===== src/rtl/spdif_frame_receiver.sv =====
// S/PDIF subframe receiver: hunts Z/X/Y preambles, biphase-mark decodes the 28
// data slots, checks parity and preamble order, and tracks block position and lock.
module spdif_frame_receiver #(
    parameter int LOCK_SUBFRAMES = 2
) (
    input  logic        clk,
    input  logic        rst,
    input  logic        din,
    input  logic        din_valid,
    output logic [19:0] dout,
    output logic [3:0]  aux,
    output logic        v_bit,
    output logic        u_bit,
    output logic        c_bit,
    output logic        channel,
    output logic        block_start,
    output logic [7:0]  frame_index,
    output logic        parity_ok,
    output logic        out_valid,
    output logic        err,
    output logic        locked
);

    localparam logic [3:0] LOCK_N = 4'(LOCK_SUBFRAMES);

    typedef enum logic [1:0] {HUNT, DATA, PRE} state_t;
    typedef enum logic [1:0] {PRE_NONE, PRE_Z, PRE_X, PRE_Y} pre_t;

    // Oldest UI sits in bit 7; both line polarities map to the same preamble.
    function automatic pre_t classify(input logic [7:0] p);
        case (p)
            8'b1110_1000, 8'b0001_0111: return PRE_Z;
            8'b1110_0010, 8'b0001_1101: return PRE_X;
            8'b1110_0100, 8'b0001_1011: return PRE_Y;
            default:                    return PRE_NONE;
        endcase
    endfunction

    state_t      state, state_n;
    logic [7:0]  shreg, shreg_n, shifted;
    logic [5:0]  ui_cnt, ui_cnt_n;
    logic        prev_ui, prev_ui_n;
    logic [27:0] bits, bits_n;
    logic        cur_chan, cur_chan_n;
    logic        cur_z, cur_z_n;
    logic [7:0]  frame_cnt, frame_cnt_n;
    logic [3:0]  good_cnt, good_inc;
    pre_t        kind;
    logic        start_sub, emit, bmc_err, seq_err, parity_good;

    assign shifted     = {shreg[6:0], din};
    assign kind        = classify(shifted);
    assign good_inc    = (good_cnt == 4'd15) ? good_cnt : good_cnt + 4'd1;
    assign parity_good = ~^bits_n;

    always_ff @(posedge clk) begin
        if (rst) begin
            state     <= HUNT;
            shreg     <= '0;
            ui_cnt    <= '0;
            prev_ui   <= 1'b0;
            bits      <= '0;
            cur_chan  <= 1'b0;
            cur_z     <= 1'b0;
            frame_cnt <= '0;
        end else begin
            // NOTE: sequential state always uses non-blocking assignments so every
            // register samples the values from before this edge.
            state     <= state_n;
            shreg     <= shreg_n;
            ui_cnt    <= ui_cnt_n;
            prev_ui   <= prev_ui_n;
            bits      <= bits_n;
            cur_chan  <= cur_chan_n;
            cur_z     <= cur_z_n;
            frame_cnt <= frame_cnt_n;
        end
    end

    always_comb begin
        // NOTE: every variable gets a default first, so no path can infer a latch.
        state_n     = state;
        shreg_n     = shreg;
        ui_cnt_n    = ui_cnt;
        prev_ui_n   = prev_ui;
        bits_n      = bits;
        cur_chan_n  = cur_chan;
        cur_z_n     = cur_z;
        frame_cnt_n = frame_cnt;
        start_sub   = 1'b0;
        emit        = 1'b0;
        bmc_err     = 1'b0;
        seq_err     = 1'b0;

        if (din_valid) begin
            case (state)
                HUNT: begin
                    shreg_n   = shifted;
                    start_sub = (kind != PRE_NONE);
                end
                DATA: begin
                    prev_ui_n = din;
                    if (!ui_cnt[0]) begin
                        bmc_err = (din == prev_ui);
                    end else begin
                        bits_n[ui_cnt[5:1]] = prev_ui ^ din;
                    end
                    if (bmc_err) begin
                        state_n = HUNT;
                        shreg_n = '0;
                    end else if (ui_cnt == 6'd55) begin
                        emit     = 1'b1;
                        state_n  = PRE;
                        ui_cnt_n = '0;
                    end else begin
                        ui_cnt_n = ui_cnt + 6'd1;
                    end
                end
                PRE: begin
                    shreg_n = shifted;
                    if (ui_cnt == 6'd7) begin
                        // Channel A must be followed by Y; Y by X or Z.
                        if (cur_chan ? (kind == PRE_X || kind == PRE_Z) : (kind == PRE_Y)) begin
                            start_sub = 1'b1;
                        end else begin
                            seq_err = 1'b1;
                            state_n = HUNT;
                        end
                    end else begin
                        ui_cnt_n = ui_cnt + 6'd1;
                    end
                end
                default: state_n = HUNT;
            endcase
        end

        if (start_sub) begin
            state_n    = DATA;
            ui_cnt_n   = '0;
            prev_ui_n  = din;
            bits_n     = '0;
            cur_chan_n = (kind == PRE_Y);
            cur_z_n    = (kind == PRE_Z);
            case (kind)
                PRE_Z:   frame_cnt_n = '0;
                PRE_X:   frame_cnt_n = (frame_cnt == 8'd191) ? 8'd0 : frame_cnt + 8'd1;
                default: frame_cnt_n = frame_cnt;
            endcase
        end
    end

    always_ff @(posedge clk) begin
        if (rst) begin
            dout        <= '0;
            aux         <= '0;
            v_bit       <= 1'b0;
            u_bit       <= 1'b0;
            c_bit       <= 1'b0;
            channel     <= 1'b0;
            block_start <= 1'b0;
            frame_index <= '0;
            parity_ok   <= 1'b0;
            out_valid   <= 1'b0;
            err         <= 1'b0;
            locked      <= 1'b0;
            good_cnt    <= '0;
        end else begin
            out_valid <= emit;
            err       <= bmc_err | seq_err;
            if (emit) begin
                dout        <= bits_n[23:4];
                aux         <= bits_n[3:0];
                v_bit       <= bits_n[24];
                u_bit       <= bits_n[25];
                c_bit       <= bits_n[26];
                channel     <= cur_chan;
                block_start <= cur_z;
                frame_index <= frame_cnt;
                parity_ok   <= parity_good;
                if (parity_good) begin
                    good_cnt <= good_inc;
                    locked   <= (good_inc >= LOCK_N);
                end else begin
                    good_cnt <= '0;
                    locked   <= 1'b0;
                end
            end else if (bmc_err || seq_err) begin
                good_cnt <= '0;
                locked   <= 1'b0;
            end
        end
    end

endmodule


===== config.mk =====
export PLATFORM = sky130hd
export DESIGN_NAME = spdif_frame_receiver
export DESIGN_NICKNAME = d
export VERILOG_FILES = /design/src/rtl/spdif_frame_receiver.sv
export SDC_FILE = /design/constraint.sdc
export NUM_CORES = 1
export LEC_CHECK = 0
export BUFFER_PORTS_ARGS = -buffer_cell sky130_fd_sc_hd__buf_2
export CORE_MARGIN = 2
export CORE_UTILIZATION = 50
export CTS_CLUSTER_SIZE = 24
export DETAILED_ROUTE_END_ITERATION = 10
export PLACE_DENSITY = 0.79
export REMOVE_ABC_BUFFERS = 1
export SLEW_MARGIN = 20
export SYNTH_ARGS = -nofsm -noshare
export SYNTH_HDL_FRONTEND = slang
export SYNTH_SLANG_ARGS = --single-unit

===== constraint.sdc =====
create_clock -name clk -period 3.4 [get_ports clk]
set_clock_uncertainty 0.1 [all_clocks]
set_input_delay 0.34 -clock clk [delete_from_list [all_inputs] [get_ports clk]]
set_output_delay 0.34 -clock clk [all_outputs]
set_load 0.01 [all_outputs]

==> metrics.txt <==
Peak Freq=between 300 and 400 MHz; global-route wire length before repair=approximately 19 mm; Comb power frac=under 10%; yosys warns=0; final hold violations=0; mapped cell area=4965 sq um; Setup Crit Path Kind=reg2reg; outcome=finished, final reports clean; hold-critical path depth=3; Sequential Power Share=56.2%; number of max-cap violations=0; largest net degree at the start of global routing=40; Routed WL=11.53 mm; Top Ports=45; clk root buf=clkbuf_8; Starting Density=between 50% and 60%; share of the synthesized area in the top cell type=39.92%; CTS tree=yes; Syn-to-layout area delta=14.97%; RSZ-0062 raised after global routing=no; Crit Reg-Reg Endpoint=good_cnt[0]; Slew Viols, Final=0; CP Cell Sequence=or3b_1 -> or4_1 -> mux2i_1 -> xnor2_1 -> xnor2_1 -> xnor3_1 -> xnor3_1 -> a21oi_4 -> or3b_1 -> o22ai_1; Post-Syn Instances=between 600 and 700; Final Worst Setup Slack=about 160 ps; hold path endpoint=shreg[0]; Slowest cell on crit path=or3b_1; final instance area=between 5000 and 6000 sq um; worst path required time=approximately 3600 ps; most common flop cell mapped by yosys=dfxtp_1; register area share after synthesis=between 30 and 40%; FFs w/ async S/R, synth=0%; commonest cells after routing, fill and taps aside=119 x nor2_1, 98 x dfxtp_1, 65 x a21oi_1; vias in the first global route=around 4.0k; Avg WL per Cell=~14 um; Syn Area/Cell=8.233 sq um; Synth Register Bits=99; CP Max Fanout=8; TNS Setup=0 ps; Final #Nets=~670; drt first pass iters=4; area of the core=between 9000 and 10000 sq um; TritonCTS Buffers=9; vias=~4.3k; Setup WS pre-CTS=about 94 ps; crit path buf inv count=0; Horiz. Die Dim=~100 um; H-Tree Depth=3; CP endpoint kind=register; hold_ws=204.8 ps; WP data arrival=between 3000 and 4000 ps; Post-Layout Cell Count=between 700 and 800; GR Overflow Total=0; CTS Hold Bufs=0; Post-synth EDFFs=0; most common cell after layout, fill and taps aside=nor2_1; Final HPWL DP=8.445 mm; clock group share of total power=between 40% and 50%; internal power=between 1.5 and 2 mW; kind of cell adding the most delay to the critical path=simple AND/OR/NAND/NOR gates; Slew HR=between 70 and 80%; row count=36; # diodes=0; synth top area cells=dfxtp_1 40%, mux2i_1 9.3%, nor2_1 9.0%; cell taking the most area after synthesis=dfxtp_1; Tot GR Track Use=~22%; Power Density=roughly 360 nW/um^2; Slew @ Worst Pin=444.8 ps; HP Class=in2reg; DR DRC count=0; critical hold path startpoint=din; Clock Latency Late Sink=370 ps; GPL Wtd Cong=just under 0.9; switching power total=about 0.47 mW; Final ANT Viol Nets=0; Tmin final=around 3200 ps; Sw Ratio=between 20% and 30%; Bufs on Longest Clock Path=2; type of origin of the critical path=register; FILL cells=892; leakage power=2.290 nW; layout cells sized above 1=around 17%; placed insts=a little under 800; Die Ht=roughly 100 um; Crit Reg-Reg Startpoint=ui_cnt[5]; Via density=between 5 and 6; Max stage delay on crit path=about 460 ps; Period Utilization, post-route=a little over nine tenths; Peak supply drop=about 260 uV; setup violators final=0; Sink Count=slightly below 100; reg-to-reg slack, setup=~160 ps; die area=10740 sq um; Area after DPL=5468 sq um; initial antenna violation count=0; Port Buffers=44; Yosys cell types=51; R2R cell count=10; clock transition at the registers of the reported paths=approximately 100 ps; initial DRC count=approximately 180
what timing repair did:
| item | 4_1_cts | 5_1_grt |
|---|---|---|
| endpoints found under the setup margin | 0 | 5 |
| resized for setup | 0 | 2 |
| setup buffers | 0 | 2 |
layout make-up:
class	instances	area [sq um]	area share, %
Clock buffer	10	127.6	2.236
Clock inverter	6	90.09	1.578
Inverter	9	33.78	0.5918
Multi-Input combinational cell	454	2774	48.60
Sequential cell	99	1983	34.74
Tap cell	133	166.4	2.915
Timing Repair Buffer	84	533.0	9.338
stage by stage:
stage	utilization (%)	power, mW
3_3_place_gp	56.46	1.257
3_5_place_dp	56.46	1.259
4_1_cts	58.71	2.083
2_1_floorplan	-	1.221
6_report	58.94	2.068
5_1_grt	58.94	2.133
layer usage:
metal  part of all wire (%)  up-vias  wire, um  global-route usage, %
met5                      0        -         0                      0
met4                    1.7        0       197                  8.108
met3                    3.6       16       416                  3.839
met2                     47       84      5433                  35.53
met1                     48     2026      5478                  28.75
li1                       -     2159         -                      -
registers in the layout, summed over array words and instances, names as in the netlist:
name,count
aux,4
bits,28
block_start,1
c_bit,1
channel,1
cur_chan,1
cur_z,1
dout,20
err,1
frame_cnt,8
frame_index,8
good_cnt,4
locked,1
out_valid,1
parity_ok,1
prev_ui,1
shreg,7
state,2
u_bit,1
ui_cnt,6
v_bit,1
tightest hold or removal path: stages:
cell and delay (ps):
buf_2 150, nand3_1 80, a21oi_1 60
synth_stat cells (8+ instances only):
library cell	count
nand2_1	56
inv_1	8
xnor2_1	25
xor2_1	19
ha_1	8
clkbuf_1	25
nor3_1	27
nor2_1	119
nand3_1	15
mux2i_1	46
a21oi_1	65
dfxtp_1	99
power by group through the flow:
stage               sequential (mW)  combinational, mW  clock [mW]
detailed placement             1.19             0.0691           0
global placement               1.19             0.0671           0
CTS                            1.16             0.0694       0.851
global route                   1.16             0.0770       0.893
finish                         1.16             0.0698       0.836
floorplan                      1.19             0.0317           0
logic make-up after synthesis:
kind of cell	Yosys count	share of synthesized area (%)
buffers and inverters	50	4.486
xor gates and xnor gates	47	8.997
DFF	99	39.92
and+or+nand+nor	258	24.45
AOI/OAI and AO/OA	95	10.86
adders and majority gates	8	2.016
muxes	46	9.274
worst max path at each step:
stage,start,to,slack (ps),cells after the start
after floorplan,shreg[6],state[1],-890,12
after global placement,din_valid,good_cnt[0],220,10
after detailed placement,ui_cnt[4],good_cnt[0],90,9
after CTS,ui_cnt[4],good_cnt[0],40,9
after global routing,ui_cnt[5],good_cnt[2],7,11
final,ui_cnt[5],good_cnt[0],160,10
(Power assumes the default switching activity.)
